==> src/rtl/nibbler_sequencer.sv <==
// nibbler_sequencer: fetch/decode/execute sequencer for the 4-bit nibbler ALU.
// Holds the program counter and instruction register and reads instruction
// bytes from a synchronous ROM. It drives the ALU controls, the B-operand
// select and the load enables of the accumulator, flag and output registers.
// Jumps take two bytes. The high address nibble comes from the opcode byte and
// the low byte comes from the following ROM location.
// Optional build macro: NIBBLER_HALT_ON_ILLEGAL_EN. When it is defined, the
// unassigned opcodes stop the sequencer in HALT until reset.
module nibbler_sequencer #(
    parameter int unsigned       PC_W     = 12,
    parameter logic [PC_W-1:0]   RESET_PC = 12'h000
) (
    input  logic            clk,
    input  logic            rst_n,
    output logic [PC_W-1:0] rom_addr,
    input  logic [7:0]      rom_data,
    input  logic            carry_flag,
    input  logic            zero_flag,
    output logic            alu_not_carry_in,
    output logic            alu_mode,
    output logic [3:0]      alu_func,
    output logic [3:0]      imm_out,
    output logic            b_sel,
    output logic            acc_load,
    output logic            carry_load,
    output logic            zero_load,
    output logic            out_load,
    output logic            halted
);

    typedef enum logic [2:0] {
        S_FETCH  = 3'd0,
        S_DECODE = 3'd1,
        S_EXEC   = 3'd2,
        S_JADDR  = 3'd3,
        S_JLOAD  = 3'd4
`ifdef NIBBLER_HALT_ON_ILLEGAL_EN
        , S_HALT = 3'd5
`endif
    } state_t;

    // Bundle of everything the sequencer drives toward the datapath
    typedef struct packed {
        logic       nci;
        logic       mode;
        logic [3:0] func;
        logic       bsel;
        logic       acc;
        logic       cl;
        logic       zl;
        logic       ol;
    } ctrl_t;

    // ALU passes A through, and nothing loads
    localparam ctrl_t C_IDLE = '{nci: 1'b1, mode: 1'b0, func: 4'b0000, bsel: 1'b0,
                                 acc: 1'b0, cl: 1'b0, zl: 1'b0, ol: 1'b0};
    localparam logic [PC_W-1:0] PC_ONE = PC_W'(1);

    // Datapath controls for the EXEC cycle of a given opcode
    function automatic ctrl_t decode_ctrl(input logic [3:0] op);
        ctrl_t c;
        c = C_IDLE;
        case (op)
            4'h1: begin c.mode = 1'b1; c.func = 4'b1010; c.acc = 1'b1; c.zl = 1'b1; end
            4'h2: begin c.func = 4'b1001; c.acc = 1'b1; c.cl = 1'b1; c.zl = 1'b1; end
            4'h3: begin c.nci = 1'b0; c.func = 4'b0110; c.cl = 1'b1; c.zl = 1'b1; end
            4'h4: begin c.mode = 1'b1; c.func = 4'b0001; c.acc = 1'b1; c.zl = 1'b1; end
            4'h5: begin c.ol = 1'b1; end
            4'h6: begin c.mode = 1'b1; c.func = 4'b1010; c.bsel = 1'b1; c.acc = 1'b1; c.zl = 1'b1; end
            default: c = C_IDLE;
        endcase
        return c;
    endfunction

    state_t          r_state;
    logic [PC_W-1:0] r_pc;
    logic [7:0]      r_ir;
    logic [PC_W-1:0] r_rom_addr;
    ctrl_t           r_ctrl;

    logic            w_is_jump;
    logic            w_taken;
    logic [PC_W-1:0] w_pc_inc;
    logic [PC_W-1:0] w_jump_target;

    assign w_is_jump     = (r_ir[7:4] == 4'h8) || (r_ir[7:4] == 4'h9) || (r_ir[7:4] == 4'hA);
    assign w_taken       = (r_ir[7:4] == 4'h8) ||
                           ((r_ir[7:4] == 4'h9) && carry_flag) ||
                           ((r_ir[7:4] == 4'hA) && zero_flag);
    assign w_pc_inc      = r_pc + PC_ONE;
    assign w_jump_target = PC_W'({r_ir[3:0], rom_data});

`ifdef NIBBLER_HALT_ON_ILLEGAL_EN
    logic r_halted;
    logic w_illegal;
    assign w_illegal = (r_ir[7:4] == 4'h7) || (r_ir[7:4] >= 4'hB);
    assign halted    = r_halted;
`else
    assign halted    = 1'b0;
`endif

    // Sequencer FSM; every output is a register set on entry to its state
    always_ff @(posedge clk or negedge rst_n) begin
        if (!rst_n) begin
            r_state    <= S_FETCH;
            r_pc       <= RESET_PC;
            r_ir       <= 8'h00;
            r_rom_addr <= RESET_PC;
            r_ctrl     <= C_IDLE;
`ifdef NIBBLER_HALT_ON_ILLEGAL_EN
            r_halted   <= 1'b0;
`endif
        end else begin
            r_ctrl <= C_IDLE;
            case (r_state)
                S_FETCH: begin
                    r_state <= S_DECODE;
                end
                S_DECODE: begin
                    r_ir    <= rom_data;
                    r_pc    <= w_pc_inc;
                    r_ctrl  <= decode_ctrl(rom_data[7:4]);
                    r_state <= S_EXEC;
                end
                S_EXEC: begin
                    // pc already points past the opcode byte: the address byte or the next opcode
                    r_rom_addr <= r_pc;
                    if (w_is_jump) begin
                        r_state <= S_JADDR;
`ifdef NIBBLER_HALT_ON_ILLEGAL_EN
                    end else if (w_illegal) begin
                        r_state  <= S_HALT;
                        r_halted <= 1'b1;
`endif
                    end else begin
                        r_state <= S_FETCH;
                    end
                end
                S_JADDR: begin
                    r_state <= S_JLOAD;
                end
                S_JLOAD: begin
                    if (w_taken) begin
                        r_pc       <= w_jump_target;
                        r_rom_addr <= w_jump_target;
                    end else begin
                        r_pc       <= w_pc_inc;
                        r_rom_addr <= w_pc_inc;
                    end
                    r_state <= S_FETCH;
                end
`ifdef NIBBLER_HALT_ON_ILLEGAL_EN
                S_HALT: begin
                    r_state <= S_HALT;
                end
`endif
                default: begin
                    r_state    <= S_FETCH;
                    r_rom_addr <= r_pc;
                end
            endcase
        end
    end

    assign rom_addr         = r_rom_addr;
    assign imm_out          = r_ir[3:0];
    assign alu_not_carry_in = r_ctrl.nci;
    assign alu_mode         = r_ctrl.mode;
    assign alu_func         = r_ctrl.func;
    assign b_sel            = r_ctrl.bsel;
    assign acc_load         = r_ctrl.acc;
    assign carry_load       = r_ctrl.cl;
    assign zero_load        = r_ctrl.zl;
    assign out_load         = r_ctrl.ol;

endmodule
==> config.mk <==
export PLATFORM = sky130hd
export DESIGN_NAME = nibbler_sequencer
export DESIGN_NICKNAME = d
export VERILOG_FILES = /design/src/rtl/nibbler_sequencer.sv
export SDC_FILE = /design/constraint.sdc
export NUM_CORES = 1
export LEC_CHECK = 0
export CAP_MARGIN = 20
export CORE_ASPECT_RATIO = 0.8
export CORE_UTILIZATION = 45
export DETAILED_ROUTE_END_ITERATION = 7
export PLACE_DENSITY_LB_ADDON = 0.05
export SETUP_SLACK_MARGIN = 0.02
export SYNTH_ARGS = -nofsm -noshare
export SYNTH_HDL_FRONTEND = slang
export SYNTH_SLANG_ARGS = --single-unit
==> constraint.sdc <==
create_clock -name clk -period 1.56 [get_ports clk]
set_clock_uncertainty 0.15 [all_clocks]
set_input_delay 0.312 -clock clk [delete_from_list [all_inputs] [get_ports clk]]
set_output_delay 0.312 -clock clk [all_outputs]
set_load 0.01 [all_outputs]
==> summary.md, run 1 <==
| Metric | Value |
|---|---|
| Status | `finished with violations` |
| Failing checks | `design-rule violations, negative setup slack` |
| Critical Path, Cell by Cell | `nor3b_4 > buf_4 > buf_6 > nand3_4 > buf_6 > o22ai_1 > a21oi_1` |
| Via count | `2217` |
| Crit. End Element | `register` |
| Clock Latency Late Sink | `0.30 ns` |
| Cell repeated most along the worst path | `buf_6` |
| Final setup viols | `15` |
| Worst Path Max Fanout | `5` |
| Post-Syn Area | `2414 um^2` |
| Residual DRC | `6` |
| WP data required | `1.60 ns` |
| ANT nets after route | `0` |
| Synth top cells by count | `45 x dfrtp_1, 19 x a21oi_1, 19 x nand2_1, 14 x o22ai_1, 13 x nor2_1` |
| Post-DP HPWL | `4.396 mm` |
| Share of the synthesized area in the top cell type | `46.66%` |
| Synth area leaders | `dfrtp_1 47%, a21oi_1 3.9%, mux2_2 3.7%, o22ai_1 3.6%, nand2_1 3.0%` |
| Register area share after synthesis | `47.74%` |
| WL/cell | `17.59 um` |
| Most numerous cell in the Yosys netlist | `dfrtp_1` |
| Layout cell share with drive strength beyond 1 | `42.56%` |
| Largest net degree at the start of global routing | `47` |
| Flop2flop setup slack | `-0.19 ns` |
| Synthesized Nets | `259` |
| Cell Count, Final, Fillers Out | `398` |
| CP bufs+invs | `3` |
| TritonCTS buffer count | `5` |
| Boundary pin count | `40` |
| Width of the chip | `83.88 um` |
| Drt pass-1 iters | `6` |
| GP Congestion | `0.8391` |
| Die outline height | `67.51 um` |
| Clock buffer depth | `2` |
| Die Area | `5662 um^2` |
| Synth warn | `0` |
| H-tree depth | `2` |
| Initial Util | `47.38%` |
| Fin crit period | `1.754 ns` |
| Cells after DPL | `376` |
| GRT overflow | `0` |
| Synth Flop Type | `dfrtp_1` |
| EDFF count, synth | `0` |
| Port Buffers | `38` |
| Syn Area/Cell | `9.811 um^2` |
| Worst path max stage delay | `0.45 ns` |
| CTS tree | `built` |
| Dpl ws | `-0.3738 ns` |
| RSZ-0062 raised after global routing | `true` |
| Vias in the first global route | `2073` |
| Total GRT Usage | `25.21%` |
| Power Density | `1999 nW/um^2` |
| P_leak | `1.628 nW` |
| Fin crit share | `112.4%` |
| CTS root buf | `clkbuf_8` |
| Worst EP arrival | `1.79 ns` |
| Cells after Synth | `246` |
| Antenna fix cells | `0` |
| Netlist cell types | `50` |
| CTS sink count | `46` |
| CP Launch Type | `register` |
| Number of synthesized register bits | `46` |
| Slew Limit Fails | `0` |
| Final wirelength | `7.002 mm` |
| Drt initial violations | `143` |
| Initial antenna violation count | `0` |
| Worst Hold Class | `reg2reg` |
| Layout Nets | `348` |
| Global-route wire length before repair | `10.80 mm` |
| Std cell rows | `23` |
| Slowest cell on the critical path | `dfrtp_2` |
| Async SR Flop Fraction | `100.0%` |
| Delay-heaviest family, CP | `flip-flops` |
| Core area | `5094 um^2` |
| Vias per std cell | `5.570` |
| Area Growth Syn to Fin | `55.05%` |
| Final setup slack of the worst path | `-0.1939 ns` |
| Endpoints failing hold | `0` |
| Total Power | `0.007481 W` |
| CP Class | `reg2reg` |
| Peak supply drop | `1244 uV` |
| Fmax | `570.2 MHz` |
| Worst-path clk slew | `0.09 ns` |
| Dominant cell type by area after synthesis | `dfrtp_1` |
| MaxCap Viol Count | `0` |
worst reg2reg max path, cell delays in order, from the launching register on:
cell and delay (ns):
dfrtp_2 0.45, nor3b_4 0.27, buf_4 0.15, buf_6 0.10, nand3_4 0.11, buf_6 0.17, o22ai_1 0.20, a21oi_1 0.06
cells in the final DEF, fill, tap and decap left out, types with 4 or more instances in the layout:
cell type        count
nand2_1             15
o22ai_1              4
clkbuf_8             7
nor2_1               9
mux2i_1              4
clkdlybuf4s50_1     10
a21oi_1             16
buf_6               17
o21ai_2              4
dlygate4sd2_1       26
buf_4               43
xor2_1               4
xnor2_1              5
o21ai_0              7
inv_1                8
nand2b_1             4
o21ai_1              5
dfrtp_1             43
mux2_2               8
a31oi_1              4
o22ai_2              8
nand3_1              8
nor2_4               4
cells by family after synthesis:
family | count (synthesis) | share of synthesized area (%)
AOI/OAI and AO/OA | 69 | 17.83
xor gates and xnor gates | 12 | 4.355
adders and majority gates | 1 | 0.5183
buffers and inverters | 28 | 5.755
DFF | 46 | 47.75
muxes | 13 | 5.806
other | 1 | 0.1554
and+or+nand+nor | 76 | 17.83
timing repair:
action,CTS,global route
resized for setup,64,48
cloned,0,1
endpoints found under the hold margin,45,0
pin swaps,21,20
buffers inserted,10,6
setup endpoints to repair,56,29
hold buffers,1,0
metrics by stage:
stage / setup TNS [ns] / utilization (%) / area, um^2 / hold slack [ns]
global route: -3.109 / 73.47 / 3742 / 0.3691
CTS: -0.7517 / 68.31 / 3480 / 0.3563
finish: -1.540 / 73.47 / 3742 / 0.3547
floorplan: -0.4032 / - / 2450 / -0.1336
global placement: -6.939 / 62.42 / 3179 / 0.1639
detailed placement: -7.539 / 62.42 / 3179 / 0.1668
worst paths after layout:
path	start	cells past startpoint	endpoint
worst min-delay path	r_ir[7]	1	r_ir[7]
max in group asynchronous	rst_n	3	alu_not_carry_in
worst min register to register	r_ir[7]	1	r_ir[7]
worst max-delay path	r_state[0]	7	r_pc[9]
worst max register to register	r_state[0]	7	r_pc[9]
min in group asynchronous	rst_n	3	rom_addr[0]
flip-flops by register name, summed over array words and instances (netlist names), 3 cells and up:
name / flops
r_pc: 12
rom_addr: 12
r_ir: 8
alu_func: 4
r_state: 3
report_power, final:
group / switching (W) / leakage [nW] / internal [W]
logic: 0.00227 / 1.03 / 0.00234
registers: 0.000378 / 0.542 / 0.00166
clock network: 0.000416 / 0.0544 / 0.000407
final cells by class:
type	count	area [um^2]
multi-input cells	172	1443
fillers	368	1351
flip-flops and latches	46	1155
repair buffers	102	932.1
clock buffers	7	96.34
well taps	62	77.57
inverters	8	30.03
clock inverters	1	8.758
layer usage:
layer	part of all wire [%]	global-route usage [%]	vias up
met4	1.6	7.543	0
met5	0	0	-
li1	-	-	1058
met2	48	39.96	52
met1	48	36.00	1095
met3	2.9	4.034	12
Power figures use the tool's default switching activity.
==> run 2: changes to the inputs <==
--- a/config.mk
+++ b/config.mk
@@ -7,9 +7,9 @@
 export LEC_CHECK = 0
 export CAP_MARGIN = 20
 export CORE_ASPECT_RATIO = 0.8
-export CORE_UTILIZATION = 45
+export CORE_UTILIZATION = 48
 export DETAILED_ROUTE_END_ITERATION = 7
-export PLACE_DENSITY_LB_ADDON = 0.05
+export PLACE_DENSITY = 0.76
 export SETUP_SLACK_MARGIN = 0.02
 export SYNTH_ARGS = -nofsm -noshare
 export SYNTH_HDL_FRONTEND = slang
==> run 2 against run 1 <==
The run ends with negative setup slack left. Routed wire length grew 19%. Sequential share of layout area shrank 0.62 points. Power grew 7.8%. Register-to-register slack lost 0.14 ns. Non-clock buffer count grew 11. Global-route usage grew 5.7 points.
==> summary.md, run 2 (synthesis results as in run 1) <==
| Metric | Value |
|---|---|
| Via count | `2466 (+11%)` |
| GRT overflow | `0 (unchanged)` |
| MaxCap Viol Count | `0 (unchanged)` |
| RSZ-0062 raised after global routing | `true` |
| Worst-path clk slew | `0.09 ns (about the same)` |
| Commonest non-fill, non-tap cell in the layout | `buf_4` |
| Fillcell total | `251 (-32%)` |
| Worst Path Max Fanout | `6 (+1)` |
| H-tree depth | `2 (unchanged)` |
| GRT met1 Usage | `41.23% (+5.2 points)` |
| Layout cell share with drive strength beyond 1 | `44.09% (+1.5 points)` |
| Final Core Density | `81.23% (+7.8 points)` |
| Vias per std cell | `6.059 (+8.8%)` |
| Residual DRC | `0 (-6)` |
| Grt met2 use | `47.19% (+7.2 points)` |
| Storage cell area | `1156 um^2 (+0.11%)` |
| Port Buffers | `38 (unchanged)` |
| Hold slack | `0.2186 ns (-0.1361 ns)` |
| CP Class | `reg2reg` |
| Die Area | `5318 um^2 (-6.1%)` |
| Total GRT Usage | `30.91% (+5.7 points)` |
| Power Density | `2108 nW/um^2 (+5.5%)` |
| GRT Max-Usage Layer | `met2` |
| CTS root buf | `clkbuf_8` |
| Initial antenna violation count | `0 (unchanged)` |
| Std cell rows | `22 (-4.3%)` |
| Cell area after layout | `3824 um^2 (+2.2%)` |
| Peak supply drop | `1177 uV (-5.4%)` |
| Global-route wire length before repair | `11.99 mm (+11%)` |
| Met3 GRT Util | `6.528% (+2.5 points)` |
| Post-DP HPWL | `4.659 mm (+6.0%)` |
| TritonCTS buffer count | `5 (unchanged)` |
| Most frequent cells in the layout | `55 x buf_4, 42 x dfrtp_1, 26 x dlygate4sd2_1, 16 x nand2_1, 15 x a21oi_1` |
| Crit. End Element | `register` |
| Core area | `4707 um^2 (-7.6%)` |
| Slew Limit Fails | `0 (unchanged)` |
| Final setup slack of the worst path | `-0.3301 ns (-0.1362 ns)` |
| CTS tree | `built` |
| Vias in the first global route | `2319 (+12%)` |
| Worst EP arrival | `1.97 ns (+0.18 ns)` |
| Fmax | `529.1 MHz (-7.2%)` |
| ANT nets after route | `0 (unchanged)` |
| P_leak | `1.687 nW (+3.6%)` |
| Antenna fix cells | `0 (unchanged)` |
| CTS sink count | `46 (unchanged)` |
| Fin crit period | `1.890 ns (+0.1362 ns)` |
| Cells after DPL | `379 (+0.80%)` |
| Cell Count, Final, Fillers Out | `407 (+2.3%)` |
| Drt pass-1 iters | `5 (-1)` |
| Area of the multi-input gates | `1449 um^2 (+0.43%)` |
| Worst Hold Class | `in2async` |
| Clock buffer depth | `2 (unchanged)` |
| Boundary pin count | `40 (unchanged)` |
| Status | `finished with violations` |
| DP Area | `3227 um^2 (+1.5%)` |
| Endpoints failing hold | `0 (unchanged)` |
| Initial Util | `51.28% (+3.9 points)` |
| Layout Nets | `359 (+3.2%)` |
| Largest net degree at the start of global routing | `21 (-55%)` |
| GP Congestion | `0.9332 (+11%)` |
| WL/cell | `20.40 um (+16%)` |
| Fin crit share | `121.2% (+8.7 points)` |
| Width of the chip | `81.28 um (-3.1%)` |
| Clock Latency Late Sink | `0.32 ns (+0.02 ns)` |
| Die outline height | `65.43 um (-3.1%)` |
| Drt initial violations | `281 (+97%)` |
| WP data required | `1.64 ns (+0.04 ns)` |
| Final wirelength | `8.301 mm (+19%)` |
| CP Launch Type | `register` |
| Final setup viols | `30 (+15)` |
| Area Growth Syn to Fin | `58.42%` |
| Failing checks | `negative setup slack` |
[run 2: power by group]
group          internal, W  switching (W)  leakage [nW]
Sequential         0.00166       0.000425         0.540
Clock             0.000358       0.000439        0.0482
Combinational      0.00271        0.00246          1.10
Total              0.00474        0.00333          1.69
[run 2: critical path: stages (launching register included)]
cell and delay, ns:
dfrtp_2 0.46, nor3b_4 0.32, nand2_2 0.16, o21ai_4 0.29, buf_6 0.16, o22ai_2 0.08
a21oi_1 0.18
[run 2: routing by layer]
layer  vias up  wire length, um
li1       1081                -
met1      1202             3515
met4         0              306
met3        36              567
met2       147             3912
met5         -                0
[run 2: path summary, 6_finish.rpt]
check / startpoint / endpoint / slack, ns / cells after the start
worst max-delay path: r_state[0] / r_pc[10] / -0.33 / 6
worst min-delay path: rst_n / r_ir[7] / 0.22 / 2
worst max register to register: r_state[0] / r_pc[10] / -0.33 / 6
worst min register to register: rom_addr[11] / rom_addr[11] / 0.37 / 2
max in group asynchronous: rst_n / alu_not_carry_in / 0.56 / 3
min in group clk: rom_addr[11] / rom_addr[11] / 0.37 / 2
[run 2: cell type report]
cell class | count | share of cell area, %
clock inverters | 1 | 0.1309
flip-flops and latches | 46 | 30.24
inverters | 8 | 0.7853
repair buffers | 113 | 26.73
multi-input cells | 172 | 37.89
well taps | 60 | 1.963
clock buffers | 7 | 2.258
[run 2: stage by stage]
stage / setup WS, ns / setup TNS [ns] / total power (W)
detailed placement: -0.3414 / -7.572 / 0.005763
global route: -0.3691 / -5.175 / 0.008411
finish: -0.3301 / -3.580 / 0.008061
global placement: -0.3170 / -6.725 / 0.005656
CTS: -0.1426 / -1.574 / 0.007266
floorplan: -0.08816 / -0.4032 / 0.004142
[run 2: what timing repair did]
action / 4_1_cts / 5_1_grt
cloned: 0 / 0
hold buffers: 1 / 0
resized for setup: 77 / 36
pin swaps: 26 / 7
setup buffers: 16 / 5
endpoints found under the hold margin: 45 / 0
endpoints found under the setup margin: 69 / 40
==> run 3: changes to the inputs <==
--- a/config.mk
+++ b/config.mk
@@ -14,3 +14,4 @@
 export SYNTH_ARGS = -nofsm -noshare
 export SYNTH_HDL_FRONTEND = slang
 export SYNTH_SLANG_ARGS = --single-unit
+export TNS_END_PERCENT = 5
==> constraint.sdc (replaced) <==
create_clock -name clk -period 1.56 [get_ports clk]
set_clock_uncertainty 0.15 [all_clocks]
set_input_delay 0.312 -clock clk [delete_from_list [all_inputs] [get_ports clk]]
set_output_delay 0.312 -clock clk [all_outputs]
set_load 0.02 [all_outputs]
==> run 3 against run 2 <==
The run still ends with negative setup slack left. Cell count is 2.5% lower. Setup slack better by 0.0018 ns. Global-route usage is 3.2 points lower. First-iteration DRC count is 39% lower. Non-clock buffer count is 10 lower. Register-to-register slack hardly changed. Critical path depth stayed put. Combinational power is 16% lower. Clock-buffer cell count is 1 lower. Hold slack better by 0.083 ns. Routed wire length is 15% lower. Critical path type unchanged. Critical endpoint unchanged.
==> summary.md, run 3 (synthesis results as in run 1) <==
| Metric | Value |
|---|---|
| Status | `finished with violations` |
| Failing checks | `negative setup slack` |
| Worst Hold Class | `in2async` |
| CP Launch Type | `register` |
| Critical Path, Cell by Cell | `nor3b_4 > nand2_2 > o21ai_4 > buf_6 > o22ai_2 > a21oi_2` |
| Total Power | `0.007320 W (-9.2%)` |
| H-tree depth | `2 (unchanged)` |
| TritonCTS buffer count | `5 (unchanged)` |
| Cell area after layout | `3523 um^2 (-7.9%)` |
| Final setup slack of the worst path | `-0.3283 ns (+0.001813 ns)` |
| DP Area | `3208 um^2 (-0.58%)` |
| Std cell rows | `22 (unchanged)` |
| Worst path max stage delay | `0.47 ns (about the same)` |
| Global-route wire length before repair | `10.74 mm (-10%)` |
| Endpoints failing hold | `0 (unchanged)` |
| Port Buffers | `38 (unchanged)` |
| Layout Nets | `349 (-2.8%)` |
| CTS root buf | `clkbuf_8` |
| WP data required | `1.66 ns (+0.02 ns)` |
| Slew Limit Fails | `0 (unchanged)` |
| Reg2reg path depth | `6 (unchanged)` |
| Final wirelength | `7.092 mm (-15%)` |
| CP bufs+invs | `1 (unchanged)` |
| Total GRT Usage | `27.66% (-3.2 points)` |
| CP Class | `reg2reg` |
| RSZ-0062 raised after global routing | `true` |
| Drt initial violations | `171 (-39%)` |
| Power Density | `2077 nW/um^2 (-1.5%)` |
| ANT nets after route | `0 (unchanged)` |
| Initial Util | `51.28% (unchanged)` |
| Largest net degree at the start of global routing | `24 (+14%)` |
| GRT overflow | `0 (unchanged)` |
| Worst EP arrival | `1.99 ns (+0.02 ns)` |
| Slowest cell on the critical path | `dfrtp_2` |
| Hold slack | `0.3013 ns (+0.08269 ns)` |
| GP Congestion | `0.8778 (-5.9%)` |
| Drt pass-1 iters | `4 (-1)` |
| MaxCap Viol Count | `0 (unchanged)` |
| Most frequent cells in the layout | `56 x buf_4, 41 x dfrtp_1, 25 x dlygate4sd2_1, 17 x nand2_1, 17 x a21oi_1` |
| Initial antenna violation count | `0 (unchanged)` |
| Width of the chip | `81.28 um (unchanged)` |
| RR Startpoint | `r_state[0]` |
| Vias per std cell | `5.771 (-4.8%)` |
| Critical path depth | `6 (unchanged)` |
| Residual DRC | `0 (unchanged)` |
| Via count | `2291 (-7.1%)` |
| Die outline height | `65.43 um (unchanged)` |
| Post-DP HPWL | `4.678 mm (+0.39%)` |
| Fin crit share | `121.0% (about the same)` |
| Core area | `4707 um^2 (unchanged)` |
| Delay-heaviest family, CP | `compound AO/OA/AOI/OAI gates` |
| Clock buffer depth | `2 (unchanged)` |
| Worst Path Max Fanout | `7 (+1)` |
| Layout cell share with drive strength beyond 1 | `36.80% (-7.3 points)` |
| Flop2flop setup slack | `-0.33 ns (about the same)` |
| Crit. End Element | `register` |
| P_leak | `1.567 nW (-7.1%)` |
| Final Core Density | `74.85% (-6.4 points)` |
| Final setup viols | `26 (-13%)` |
| Vias in the first global route | `2216 (-4.4%)` |
| CTS tree | `built` |
| Boundary pin count | `40 (unchanged)` |
| WL/cell | `17.86 um (-12%)` |
| Antenna fix cells | `0 (unchanged)` |
| Fmax | `529.6 MHz (about the same)` |
| Die Area | `5318 um^2 (unchanged)` |
| Reg2reg end | `r_pc[10]` |
| Clock Latency Late Sink | `0.31 ns (about the same)` |
| Commonest non-fill, non-tap cell in the layout | `buf_4` |
| Area Growth Syn to Fin | `45.98%` |
| Setup TNS | `-4.049 ns (-0.4692 ns)` |
| CTS sink count | `46 (unchanged)` |
| Fin crit period | `1.888 ns (-0.001813 ns)` |
| Worst-path clk slew | `0.09 ns (about the same)` |
| Peak supply drop | `1299 uV (+10%)` |
-- run 3: changes by cell type in the layout (fill, tap and decap cells not counted), sizes merged --
cell           delta
bufinv            +1
buf               -9
clkdlybuf4s15     +1
clkinvlp          +1
clkinv            -1
clkbuf            -2
dlygate4sd2       -1
-- run 3: layout make-up --
type | count | area, um^2
clock buffer | 6 | 72.57
clock inverter | 2 | 37.54
fill | 327 | 1184
inverter | 8 | 30.03
multi-input combinational | 172 | 1274
sequential | 46 | 1157
tap | 60 | 75.07
timing repair buffer | 103 | 877.1
-- run 3: worst max-delay path by stage --
stage                    start           to  slack, ns
finish              r_state[0]     r_pc[10]      -0.33
floorplan           r_state[0]     r_pc[11]      -0.09
detailed placement   zero_flag  rom_addr[0]      -0.47
global placement     zero_flag  rom_addr[0]      -0.40
global route        r_state[0]     r_pc[10]      -0.38
CTS                 r_state[2]     r_pc[10]      -0.21
-- run 3: through the flow --
step	worst slack, ns	instances
floorplan	-0.08817	246
finish	-0.3283	397
detailed placement	-0.4680	382
global route	-0.3768	397
CTS	-0.2100	392
global placement	-0.4030	382
-- run 3: what timing repair did --
item	4_1_cts	5_1_grt
hold buffers	1	0
setup buffers	1	5
setup endpoints to repair	66	44
pin swaps	10	6
endpoints found under the hold margin	12	0
gates resized for setup	44	28
-- run 3: report_power, final --
group	total, W	switching, W	internal [W]	leakage [nW]
sequential	0.00205	0.000383	0.00167	0.540
clock	0.000905	0.000427	0.000478	0.0514
combinational	0.00436	0.00223	0.00213	0.976
total	0.00732	0.00304	0.00428	1.57
-- run 3: layer usage --
metal	vias up	global-route usage, %	part of all wire [%]
met5	-	0	0
met4	0	8.929	3.1
met3	24	7.361	6.3
met2	91	44.90	47
met1	1115	35.65	43
li1	1061	-	-
